==> src/rtl/z80fi_retire_collector.sv <==
// rtl/z80fi_retire_collector.sv - assembles per-cycle core events into one retired-instruction record
//
// Optional feature macro: Z80FI_ORDER_EN (adds the 64-bit z80fi_order retirement index output).
//
// Ports:
//   clk, reset                      clock, synchronous active-high reset
//   cpu_insn_start, cpu_pc          new instruction begins; its PC
//   cpu_fetch_valid, cpu_fetch_data instruction byte fetched
//   cpu_reg{1,2}_rd/_rnum/_rdata    register read port events
//   cpu_mem_wr/_waddr/_wdata        memory write event
//   cpu_retire, cpu_pc_next         instruction completes; PC after it
//   z80fi_*                         retired-instruction record, qualified by one-cycle z80fi_valid
module z80fi_retire_collector #(
    parameter int MAX_INSN_LEN = 4
) (
    input  logic                      clk,
    input  logic                      reset,
    input  logic                      cpu_insn_start,
    input  logic [15:0]               cpu_pc,
    input  logic                      cpu_fetch_valid,
    input  logic [7:0]                cpu_fetch_data,
    input  logic                      cpu_reg1_rd,
    input  logic [3:0]                cpu_reg1_rnum,
    input  logic [15:0]               cpu_reg1_rdata,
    input  logic                      cpu_reg2_rd,
    input  logic [3:0]                cpu_reg2_rnum,
    input  logic [15:0]               cpu_reg2_rdata,
    input  logic                      cpu_mem_wr,
    input  logic [15:0]               cpu_mem_waddr,
    input  logic [7:0]                cpu_mem_wdata,
    input  logic                      cpu_retire,
    input  logic [15:0]               cpu_pc_next,
    output logic                      z80fi_valid,
    output logic [8*MAX_INSN_LEN-1:0] z80fi_insn,
    output logic [2:0]                z80fi_insn_len,
    output logic [15:0]               z80fi_pc_rdata,
    output logic [15:0]               z80fi_pc_wdata,
    output logic                      z80fi_reg1_rd,
    output logic [3:0]                z80fi_reg1_rnum,
    output logic [15:0]               z80fi_reg1_rdata,
    output logic                      z80fi_reg2_rd,
    output logic [3:0]                z80fi_reg2_rnum,
    output logic [15:0]               z80fi_reg2_rdata,
    output logic                      z80fi_mem_wr,
    output logic [15:0]               z80fi_mem_waddr,
    output logic [7:0]                z80fi_mem_wdata,
`ifdef Z80FI_ORDER_EN
    output logic [63:0]               z80fi_order,
`endif
    output logic                      z80fi_error
);

    localparam int IW = 8 * MAX_INSN_LEN;

    typedef enum logic {IDLE, COLLECT} state_t;

    typedef struct packed {
        logic [IW-1:0] insn;
        logic [2:0]    len;
        logic [15:0]   pc;
        logic          r1_rd;
        logic [3:0]    r1_num;
        logic [15:0]   r1_data;
        logic          r2_rd;
        logic [3:0]    r2_num;
        logic [15:0]   r2_data;
        logic          mw;
        logic [15:0]   waddr;
        logic [7:0]    wdata;
        logic          err;
    } rec_t;

    state_t state, state_next;
    rec_t   acc, nx;
    logic   retire_now, start_new, track;

    always_ff @(posedge clk) begin
        if (reset) state <= IDLE;
        else       state <= state_next;
    end

    // nx is the accumulator as it stands after this cycle's events, so a
    // retiring record already includes the retire-cycle events.
    always_comb begin
        state_next = state;
        nx         = acc;
        retire_now = (state == COLLECT) && cpu_retire;
        // Start alongside a retire opens a fresh record after the old one is
        // emitted; otherwise the start rebases the accumulator right here.
        start_new  = cpu_insn_start && !retire_now;
        track      = start_new || (state == COLLECT);

        if (start_new) begin
            nx     = '0;
            nx.pc  = cpu_pc;
            nx.err = (state == COLLECT);   // abandoned instruction
        end

        if (track) begin
            if (cpu_fetch_valid) begin
                if (nx.len < 3'(MAX_INSN_LEN)) begin
                    for (int k = 0; k < MAX_INSN_LEN; k++)
                        if (nx.len == 3'(k)) nx.insn[8*k +: 8] = cpu_fetch_data;
                    nx.len = nx.len + 3'd1;
                end else begin
                    nx.err = 1'b1;
                end
            end
            if (cpu_reg1_rd) begin
                if (nx.r1_rd) nx.err = 1'b1;
                nx.r1_rd   = 1'b1;
                nx.r1_num  = cpu_reg1_rnum;
                nx.r1_data = cpu_reg1_rdata;
            end
            if (cpu_reg2_rd) begin
                if (nx.r2_rd) nx.err = 1'b1;
                nx.r2_rd   = 1'b1;
                nx.r2_num  = cpu_reg2_rnum;
                nx.r2_data = cpu_reg2_rdata;
            end
            if (cpu_mem_wr) begin
                if (nx.mw) nx.err = 1'b1;
                nx.mw    = 1'b1;
                nx.waddr = cpu_mem_waddr;
                nx.wdata = cpu_mem_wdata;
            end
        end

        if (retire_now)     state_next = cpu_insn_start ? COLLECT : IDLE;
        else if (start_new) state_next = COLLECT;
    end

`ifdef Z80FI_ORDER_EN
    logic [63:0] order_cnt;
`endif

    always_ff @(posedge clk) begin
        if (reset) begin
            acc              <= '0;
            z80fi_valid      <= 1'b0;
            z80fi_insn       <= '0;
            z80fi_insn_len   <= '0;
            z80fi_pc_rdata   <= '0;
            z80fi_pc_wdata   <= '0;
            z80fi_reg1_rd    <= 1'b0;
            z80fi_reg1_rnum  <= '0;
            z80fi_reg1_rdata <= '0;
            z80fi_reg2_rd    <= 1'b0;
            z80fi_reg2_rnum  <= '0;
            z80fi_reg2_rdata <= '0;
            z80fi_mem_wr     <= 1'b0;
            z80fi_mem_waddr  <= '0;
            z80fi_mem_wdata  <= '0;
            z80fi_error      <= 1'b0;
`ifdef Z80FI_ORDER_EN
            z80fi_order      <= '0;
            order_cnt        <= '0;
`endif
        end else begin
            z80fi_valid <= retire_now;
            if (retire_now) begin
                z80fi_insn       <= nx.insn;
                z80fi_insn_len   <= nx.len;
                z80fi_pc_rdata   <= nx.pc;
                z80fi_pc_wdata   <= cpu_pc_next;
                z80fi_reg1_rd    <= nx.r1_rd;
                z80fi_reg1_rnum  <= nx.r1_num;
                z80fi_reg1_rdata <= nx.r1_data;
                z80fi_reg2_rd    <= nx.r2_rd;
                z80fi_reg2_rnum  <= nx.r2_num;
                z80fi_reg2_rdata <= nx.r2_data;
                z80fi_mem_wr     <= nx.mw;
                z80fi_mem_waddr  <= nx.waddr;
                z80fi_mem_wdata  <= nx.wdata;
                z80fi_error      <= nx.err | (nx.len == 3'd0);
`ifdef Z80FI_ORDER_EN
                z80fi_order      <= order_cnt;
                order_cnt        <= order_cnt + 64'd1;
`endif
            end
            if (retire_now && cpu_insn_start) begin
                acc    <= '0;
                acc.pc <= cpu_pc;
            end else if (track) begin
                acc <= nx;
            end
        end
    end

endmodule

==> config.mk <==
export PLATFORM = sky130hd
export DESIGN_NAME = z80fi_retire_collector
export DESIGN_NICKNAME = d
export VERILOG_FILES = /design/src/rtl/z80fi_retire_collector.sv
export SDC_FILE = /design/constraint.sdc
export NUM_CORES = 1
export LEC_CHECK = 0
export CORE_MARGIN = 2
export CORE_UTILIZATION = 48
export DETAILED_ROUTE_END_ITERATION = 6
export GPL_ROUTABILITY_DRIVEN = 1
export GPL_TIMING_DRIVEN = 0
export MAX_ROUTING_LAYER = met4
export PLACE_DENSITY_LB_ADDON = 0.2
export SLEW_MARGIN = 20
export SYNTH_ARGS = -nofsm -noshare
export SYNTH_HDL_FRONTEND = slang
export SYNTH_SLANG_ARGS = --single-unit
==> constraint.sdc <==
create_clock -name clk -period 2.6 [get_ports clk]
set_input_delay 0.26 -clock clk [delete_from_list [all_inputs] [get_ports clk]]
set_output_delay 0.26 -clock clk [all_outputs]
set_load 0.1 [all_outputs]
Yosys cells after proc, flatten, opt, wreduce, memory -nomap -nowiden
Index checks and enable logic that the tools add are counted.
{"block": "word_totals", "register_bits": 256, "out_inout_bits": 136, "inputBits": 112}
{"block": "op_classes", "n_mux": 24, "bitwise_logic": 1, "n_eq_ne": 3, "add_sub_neg": 1, "n_reduce_logical": 10, "n_lt_le_gt_ge": 1}
{"op": "84-bit two-way mux", "count": 2}
{"op": "119-bit two-way mux", "count": 1}
{"op": "35-bit two-way mux", "count": 3}
{"op": "68-bit two-way mux", "count": 1}
{"op": "21-bit two-way mux", "count": 2}
{"op": "8-bit two-way mux", "count": 4}
{"op": "26-bit two-way mux", "count": 1}
{"op": "1-bit two-way mux", "count": 10}
{"op": "3-bit by 2-bit equality test with 1-bit output (second input constant)", "count": 2}
{"op": "3-bit zero test", "count": 2}
{"op": "2-bit nonzero test", "count": 2}
{"op": "3-bit by 1-bit adder with 3-bit output (second input constant)", "count": 1}
{"op": "3-bit by 1-bit equality test with 1-bit output (second input constant)", "count": 1}
{"op": "1-bit logical AND", "count": 3}
{"op": "3-bit < comparator (second input constant)", "count": 1}
{"op": "2-bit OR reduction", "count": 1}
{"op": "1-bit zero test", "count": 1}
{"op": "1-bit logical OR", "count": 1}
{"op": "1-bit OR", "count": 1}

Depth between registers and ports, before layout
Gate-level depths: netlist (run 1).
{"block": "logic_depth", "ltp_word": 16, "ltp_mapped": 10}

Worst setup path after synthesis (run 1)
OpenSTA, ideal clock, no wires.
{"block": "synth_timing", "kind": "flip-flop to flip-flop", "from": "register state", "to": "register z80fi_error", "slack_ns": 0.338, "arrival_time_ns": 2.176, "stages_incl_launch_ff": 10, "path_cell_list": "dfxtp_1 -> buf_4 -> a21bo_2 -> buf_2 -> nand2_1 -> ha_1 -> o221ai_1 -> o21ai_0 -> or4b_1 -> a211oi_1"}
{"block": "synth_via", "elab_chain_cells": 15, "elab_cells_between_ends": 21}
{"element": "start: declaration", "line_no": "73", "source": "state_t state, state_next;"}
{"element": "start signal: assignment", "line_no": "79", "source": "else state <= state_next;"}
{"element": "1-bit logical AND", "line_no": "87", "source": "retire_now = (state == COLLECT) && cpu_retire;"}
{"element": "1-bit zero test", "line_no": "90", "source": "start_new = cpu_insn_start && !retire_now;"}
{"element": "1-bit logical AND", "line_no": "90"}
{"element": "119-bit two-way mux", "line_no": "93", "source": "if (start_new) begin"}
{"element": "3-bit < comparator", "line_no": "101", "source": "if (nx.len < 3'(MAX_INSN_LEN)) begin"}
{"element": "1-bit two-way mux", "line_no": "101"}
{"element": "1-bit two-way mux", "line_no": "100", "source": "if (cpu_fetch_valid) begin"}
{"element": "1-bit two-way mux", "line_no": "110", "source": "if (nx.r1_rd) nx.err = 1'b1;"}
{"element": "1-bit two-way mux", "line_no": "109", "source": "if (cpu_reg1_rd) begin"}
{"element": "1-bit two-way mux", "line_no": "116", "source": "if (nx.r2_rd) nx.err = 1'b1;"}
{"element": "1-bit two-way mux", "line_no": "115", "source": "if (cpu_reg2_rd) begin"}
{"element": "1-bit two-way mux", "line_no": "122", "source": "if (nx.mw) nx.err = 1'b1;"}
{"element": "26-bit two-way mux", "line_no": "121", "source": "if (cpu_mem_wr) begin"}
{"element": "68-bit two-way mux", "line_no": "99", "source": "if (track) begin"}
{"element": "1-bit OR", "line_no": "175", "source": "z80fi_error <= nx.err | (nx.len == 3'd0);"}
{"element": "end signal: assignment", "line_no": "175"}
{"element": "end: declaration", "line_no": "50", "source": "output logic z80fi_error"}
Several ways; a longest one is shown, not always the timed one.
A chain may end at the register's enable or synchronous reset.

Worst setup path after layout (run 1)
{"block": "layout_timing", "from": "register state", "to": "register z80fi_insn[25]"}
{"block": "layout_via", "elab_chain_cells": 9, "elab_cells_between_ends": 11}
{"element": "parallel branches: the longest is 9 deep, another holds 3-bit < comparator"}
{"element": "end signal: assignment", "line_no": "162", "source": "z80fi_insn <= nx.insn;"}
{"element": "end: declaration", "line_no": "34", "source": "output logic [8*MAX_INSN_LEN-1:0] z80fi_insn,"}
Several ways; the timed one is not identified.

==> summary.txt, run 1 <==
Synthesis
  • Cells after synthesis: 977
  • Synth cell types: 39
  • Top cells by count, synth: 256 x dfxtp_1, 203 x nor2_1, 136 x nand2_1, 82 x a211oi_1, 65 x a21oi_1
  • Main synth FF type: dfxtp_1
  • Syn_area_per_cell: 9.23 µm²
  • Count leader, synth: dfxtp_1
  • Top cells by area, synth: dfxtp_1 57%, nor2_1 8.4%, a211oi_1 6.8%
  • Synth warn: 0
  • Asr flop ratio synth: 0%
  • Post-Syn Area: 9020 µm²
  • Number of flops mapped to enable cells by yosys: 0
  • Seq cells post-synth: 256
  • Post-synth top area share: 56.8%
  • Post-synth net total: 1093
  • Biggest area consumer among synthesized cells: dfxtp_1
  • Sequential share of the synthesized area: 56.8%

Drt
  • Starting DRT DRC Count: 357
  • Routed WL per cell: 16.8 µm
  • Drt via density: 5.30
  • Antenna-violating nets left: 0
  • DRC viols: 0
  • WL final: 25300 µm
  • Via count: 7979
  • DR pass1 iterations: 5

STA
  • Final Cycle Share: 94.6%
  • Final Skew: 0.0123 ns
  • Final setup viols: 0
  • Final WS setup: 0.141 ns
  • Worst-Margin Slew: 1.06 ns
  • Slew margin rel.: 29.1%
  • Period minus WS final: 2.46 ns
  • Final hold viol count: 0
  • Highest clock rate: 407 MHz
  • RSZ-0062 raised after global routing: false
  • Fin. max-slew vios: 0

Global route
  • Pin count of the biggest net entering global routing: 14
  • Gr ovfl total: 0
  • GR Layer Usage met2: 40.8%
  • Met3 usage: 5.81%
  • Grt met1 use: 32.7%
  • Initial antenna violation count: 1
  • Global-route usage over all layers: 25.6%
  • First-pass GRT wire length: 40200 µm
  • Most used routing layer in global routing: met2
  • Number of global-route vias before repair: 7821

Floorplan
  • Initial core utilization: 48.6%
  • Placeable core region: 18600 µm²
  • Die area: 19900 µm²
  • Row count: 50
  • Die Wd: 141 µm
  • Die height: 141 µm
  • # IOs: 248

Critical path
  • Max FO, Critical Path: 10
  • Reg2reg start: state$_SDFFE_PP0P_
  • Crit Path Class: flop to flop
  • CP required: 3.03 ns
  • Max incr delay on CP: 0.39 ns
  • Worst setup startpoint: state$_SDFFE_PP0P_
  • Startpoint Class: flop
  • Worst Setup EP: z80fi_insn[25]$_SDFFE_PP0P_
  • CP Buf/Inv Count: 4
  • Worst R2R End: z80fi_insn[25]$_SDFFE_PP0P_
  • Worst path depth: 10
  • Worst setup EP type: flop
  • CP cell instances: buf_6 -> a21bo_2 -> clkbuf_4 -> nand2_1 -> inv_1 -> ha_1 -> clkbuf_2 -> a21oi_2 -> a32oi_1 -> a211oi_1
  • CP max-delay cell: a21oi_2
  • Top delay family on crit path: compound AO/OA/AOI/OAI gates
  • Reg2reg setup slack: 0.14 ns
  • Cells on worst reg2reg path: 10
  • WP data arrival: 2.89 ns

Power and ir drop
  • Leak pwr: 4.60 nW
  • Total power per unit cell area: 772 nW/µm²
  • Worst ir drop on vdd: 0.561 mV
  • Power, Total: 9.81 mW

Clocking
  • CTS H-tree depth: 1
  • Clk_lat worst skew: 0.53 ns
  • Clk pin slew, worst setup/hold paths: 0.06 ns
  • # clock sinks: 256
  • CTS Hold Bufs: 0
  • Clock root cell: clkbuf_16
  • # Post-CTS Setup Buffers: 0
  • CTS buffer count: 27
  • CTS tree: built
  • Clock buffer depth: 3

Hold path
  • HP Start: cpu_fetch_valid
  • Worst hold path class: primary input to flop

Cells and area
  • Share of layout cells above drive strength 1: 7.32%
  • Area Growth Syn to Fin: 40.8%
  • Final instance area: 12700 µm²
  • Fin nets: 1367

Outcome
  • Outcome: completed

Place
  • Pre-CTS setup slack: -0.403 ns
  • Post-DP Area: 11800 µm²
  • I/O Buffers: 245
  • RePlAce Congestion: 0.811
  • Hpwl dp: 17800 µm

Run
  • Max_cap viols: 0
[registers in the layout, indices dropped and copies added, names as in the netlist, 3 cells and up]
name,flops
z80fi_pc_wdata,16
z80fi_reg2_rdata,16
z80fi_reg1_rdata,16
z80fi_mem_wdata,8
z80fi_mem_waddr,16
acc,119
z80fi_reg1_rnum,4
z80fi_insn,32
z80fi_pc_rdata,16
z80fi_insn_len,3
z80fi_reg2_rnum,4
[metrics by stage]
step           util [%]  instances  TNS [ns]  hold WS, ns
2_1_floorplan         -        977         0        0.396
5_1_grt            68.4       1505         0        0.134
3_5_place_dp       63.3       1456    -16.14        0.446
4_1_cts            68.3       1504         0       0.0933
6_report           68.4       1505         0        0.116
3_3_place_gp       63.3       1456    -15.86        0.438
[report_power, final]
part / switching, mW / internal [mW] / total, mW / leakage (nW)
combinational: 1.25 / 0.516 / 1.77 / 2.05
clock: 1.55 / 2.30 / 3.85 / 0.453
sequential: 0.0880 / 4.10 / 4.19 / 2.09
total: 2.89 / 6.92 / 9.81 / 4.60
[routing by layer]
layer	up-vias	routed length, µm
met4	0	717
met1	3698	11100
li1	3975	-
met2	252	11600
met3	54	1760
met5	-	0
[how the worst min path moves through the flow]
stage,end,slack [ns],cells after the start
after global placement,z80fi_pc_rdata[10]$_SDFFE_PP0P_,0.44,2
after detailed placement,z80fi_pc_rdata[10]$_SDFFE_PP0P_,0.45,2
after global routing,acc[86]$_SDFFE_PP0N_,0.13,3
final,acc[86]$_SDFFE_PP0N_,0.12,3
after CTS,acc[86]$_SDFFE_PP0N_,0.09,3
after floorplan,z80fi_pc_wdata[0]$_SDFFE_PP0P_,0.40,2
[placed cells by master (no fill, tap or decap), types with 9 or more instances in the layout]
| cell | Yosys | layout |
|---|---|---|
| a32oi_1 | 33 | 33 |
| clkbuf_1 | 38 | 40 |
| buf_1 | 9 | 9 |
| dfxtp_1 | 256 | 255 |
| mux2i_1 | 34 | 34 |
| buf_2 | 32 | 31 |
| nor2_1 | 203 | 203 |
| clkbuf_16 | 0 | 27 |
| nand2_1 | 136 | 136 |
| a21oi_1 | 65 | 61 |
| a22oi_1 | 24 | 24 |
| clkdlybuf4s50_1 | 0 | 245 |
| a211oi_1 | 82 | 82 |
| a311oi_1 | 23 | 23 |
[worst register-to-register path, stage by stage (launching register included)]
cell and delay [ns]:
dfxtp_4 0.37, buf_6 0.15, a21bo_2 0.21, clkbuf_4 0.20, nand2_1 0.14, inv_1 0.07, ha_1 0.22, clkbuf_2 0.22
a21oi_2 0.39, a32oi_1 0.14, a211oi_1 0.26
[logic make-up after synthesis]
family	count (synthesis)	synth area share [%]
AOI/OAI and AO/OA	241	19.4
adders and majority gates	4	0.555
buffers and inverters	89	4.31
DFF	256	56.8
muxes	34	3.77
and+or+nand+nor	353	15.2
[repair_timing]
item,CTS,global route
gates resized for setup,6,4
endpoints found under the hold margin,0,0
cloned,0,0
endpoints found under the setup margin,41,19
[layout make-up]
type / instances / area, µm²
Antenna cell: 1 / 2.50
Fill cell: 1534 / 5880
Tap cell: 234 / 293
Multi-Input combinational cell: 632 / 3530
Clock inverter: 11 / 115
Timing Repair Buffer: 245 / 2450
Buffer: 83 / 374
Inverter: 6 / 22.5
Clock buffer: 37 / 783
Sequential cell: 256 / 5130
No activity file was read; power rests on OpenSTA's default activity.
==> run 2, diff against run 1 <==
--- a/config.mk
+++ b/config.mk
@@ -5,8 +5,10 @@
 export SDC_FILE = /design/constraint.sdc
 export NUM_CORES = 1
 export LEC_CHECK = 0
+export CELL_PAD_IN_SITES_DETAIL_PLACEMENT = 1
+export CELL_PAD_IN_SITES_GLOBAL_PLACEMENT = 1
 export CORE_MARGIN = 2
-export CORE_UTILIZATION = 48
+export CORE_UTILIZATION = 36
 export DETAILED_ROUTE_END_ITERATION = 6
 export GPL_ROUTABILITY_DRIVEN = 1
 export GPL_TIMING_DRIVEN = 0
==> run 2 against run 1 <==
Utilization decreased by 16 points; hold slack gained 0.0087 ns; clock-buffer cell count rose by 4; sequential cell count stayed put; largest power group unchanged.
==> summary.txt, run 2 (synthesized netlist as in run 1, its figures left out) <==
Cells and area
  • Final instance area: 12800 µm² (+0.85%)
  • Largest reg by FF count: acc
  • FILL cells: 2802 (+83%)
  • Share of layout cells above drive strength 1: 7.26% (-0.067 points)
  • Fin nets: 1367 (unchanged)
  • Most common cell after layout, fill and taps aside: dfxtp_1
  • Commonest non-fill, non-tap cells in the layout: 255 x dfxtp_1, 245 x clkdlybuf4s50_1, 203 x nor2_1
  • Antenna diodes: 0 (-1)
  • Biggest registers after layout: acc x119, z80fi_insn x32
  • Largest register FFs: 119 (unchanged)
  • Area Growth Syn to Fin: 42.0%
  • Multi-input combinational cell area: 3540 µm² (+0.35%)
  • Seq. cell area: 5130 µm² (unchanged)

Critical path
  • Worst setup EP type: flop
  • WP data arrival: 2.84 ns (-0.05 ns)
  • Crit Path Class: flop to flop
  • Max incr delay on CP: 0.56 ns (+0.17 ns)
  • Startpoint Class: flop
  • CP Buf/Inv Count: 3 (-1)
  • Reg2reg start: state$_SDFFE_PP0P_
  • CP required: 3.04 ns (about the same)
  • Max FO, Critical Path: 10 (unchanged)
  • CP cell instances: buf_6 -> a21bo_2 -> buf_4 -> nand2_1 -> inv_1 -> ha_1 -> o221ai_1 -> o21ai_0 -> or4b_1 -> a211oi_2
  • CP max-delay cell: or4b_1
  • Top delay family on crit path: simple AND/OR/NAND/NOR gates
  • Worst setup startpoint: state$_SDFFE_PP0P_

STA
  • Slew margin rel.: 27.1% (-2.0 points)
  • RSZ-0062 raised after global routing: false
  • Final WS setup: 0.204 ns (+0.0634 ns)
  • Fin Setup TNS: 0 ns (unchanged)
  • Fin. max-slew vios: 0 (unchanged)
  • Final Skew: 0.00737 ns (-0.00495 ns)
  • Worst-Margin Slew: 1.09 ns (+0.0304 ns)
  • Period minus WS final: 2.40 ns (-0.0634 ns)
  • Highest clock rate: 417 MHz (+2.6%)
  • Final Cycle Share: 92.1% (-2.4 points)
  • Final hold viol count: 0 (unchanged)
  • Final setup viols: 0 (unchanged)

Drt
  • DR pass1 iterations: 4 (-1)
  • WL final: 28900 µm (+14%)
  • Met3 routed WL: 1920 µm (+9.5%)
  • Drt via density: 5.12 (-3.4%)
  • Metal-1 WL: 12400 µm (+12%)
  • Antenna-violating nets left: 0 (unchanged)
  • Starting DRT DRC Count: 237 (-34%)
  • DRC viols: 0 (unchanged)
  • Top sig layer: met4
  • Routed met2 length: 13800 µm (+19%)
  • Routed WL per cell: 18.1 µm (+8.1%)
  • Via count: 8152 (+2.2%)

Global route
  • Initial antenna violation count: 0 (-1)
  • Gr ovfl total: 0 (unchanged)
  • Global-route usage over all layers: 22.3% (-3.3 points)
  • First-pass GRT wire length: 45400 µm (+13%)
  • Number of global-route vias before repair: 8490 (+8.6%)
  • Pin count of the biggest net entering global routing: 14 (unchanged)

Hold path
  • HP Start: cpu_fetch_valid
  • Worst hold path class: primary input to flop

Place
  • Hpwl dp: 20700 µm (+16%)
  • I/O Buffers: 245 (unchanged)
  • Post-DP Area: 11900 µm² (+0.96%)
  • RePlAce Congestion: 0.780 (-3.9%)
  • Pre-CTS setup slack: -0.573 ns (-0.169 ns)

Power and ir drop
  • Switch share: 29.8% (+0.33 points)
  • P_int: 6.87 mW (-0.79%)
  • Leak pwr: 4.59 nW (-0.25%)
  • Psw: 2.91 mW (+0.80%)
  • Part of the power in registers: 42.9% (+0.2 points)
  • Combinational Power Share: 18.3% (+0.3 points)
  • Worst ir drop on vdd: 0.473 mV (-16%)
  • Total power per unit cell area: 763 nW/µm² (-1.2%)
  • Clk pwr share: 38.8% (-0.5 points)

Clocking
  • Clk pin slew, worst setup/hold paths: 0.06 ns (about the same)
  • CTS tree: built
  • # clock sinks: 256 (unchanged)
  • CTS Hold Bufs: 0 (unchanged)
  • CTS H-tree depth: 1 (unchanged)
  • CTS buffer count: 28 (+3.7%)
  • Clock buffer depth: 3 (unchanged)
  • Clk_lat worst skew: 0.53 ns (about the same)
  • # Post-CTS Setup Buffers: 0 (unchanged)
  • Clock root cell: clkbuf_16

Floorplan
  • Die height: 162 µm (+15%)
  • # IOs: 248 (unchanged)
  • Die area: 26300 µm² (+32%)
  • Placeable core region: 24500 µm² (+32%)
  • Initial core utilization: 36.9% (-12 points)
  • Row count: 57 (+14%)
  • Die Wd: 162 µm (+15%)

Outcome
  • Outcome: completed

Run
  • Max_cap viols: 0 (unchanged)
run 2: cell types whose count changed in the layout (fill, tap and decap cells not counted), sizes merged:
cell,delta
bufinv,-2
clkbuf,+3
clkinv,-3
clkinvlp,+1
diode,-1
inv,-1
run 2: cell type report:
class,instances,share of cell area (%)
clock inverters,6,0.283
multi-input cells,632,27.7
clock buffers,41,6.64
repair buffers,245,19.1
inverters,6,0.176
flip-flops and latches,256,40.0
plain buffers,82,2.89
well taps,324,3.16
run 2: tightest hold or removal path, stage by stage:
cell	delay [ns]
buf_2	0.15
nand3_1	0.12
a21oi_1	0.07
run 2: what timing repair did:
item	in CTS	in global routing
gates resized for setup	6	7
pin swaps	0	0
hold endpoints to repair	0	0
setup endpoints to repair	48	33
run 2: power groups by stage:
stage	sequential (mW)	combinational, mW	clock (mW)
2_1_floorplan	5.01	0.471	0
3_3_place_gp	4.27	1.77	0
3_5_place_dp	4.28	1.79	0
4_1_cts	4.20	1.80	3.87
5_1_grt	4.21	1.90	4.03
6_report	4.20	1.79	3.79
run 2: path summary, 6_finish.rpt:
path                                         end  slack [ns]  depth (start not counted)
setup / recovery        z80fi_error$_SDFFE_PP0P_        0.20                         10
hold / removal              acc[86]$_SDFFE_PP0N_        0.12                          3
setup reg to reg        z80fi_error$_SDFFE_PP0P_        0.20                         10
hold reg to reg   z80fi_pc_rdata[2]$_SDFFE_PP0P_        0.45                          2
run 2: per-stage QoR:
step,power [mW],hold WS [ns],instances,utilization (%)
6_report,9.78,0.124,1592,52.4
4_1_cts,9.87,0.0960,1592,52.2
2_1_floorplan,5.48,0.396,977,-
3_5_place_dp,6.07,0.449,1546,48.6
3_3_place_gp,6.05,0.439,1546,48.6
5_1_grt,10.1,0.150,1592,52.4
run 2: metal layers:
layer | track usage (%) | vias up
li1 | - | 3971
met4 | 5.87 | 0
met3 | 5.29 | 48
met1 | 27.4 | 3901
met5 | - | -
met2 | 36.9 | 232
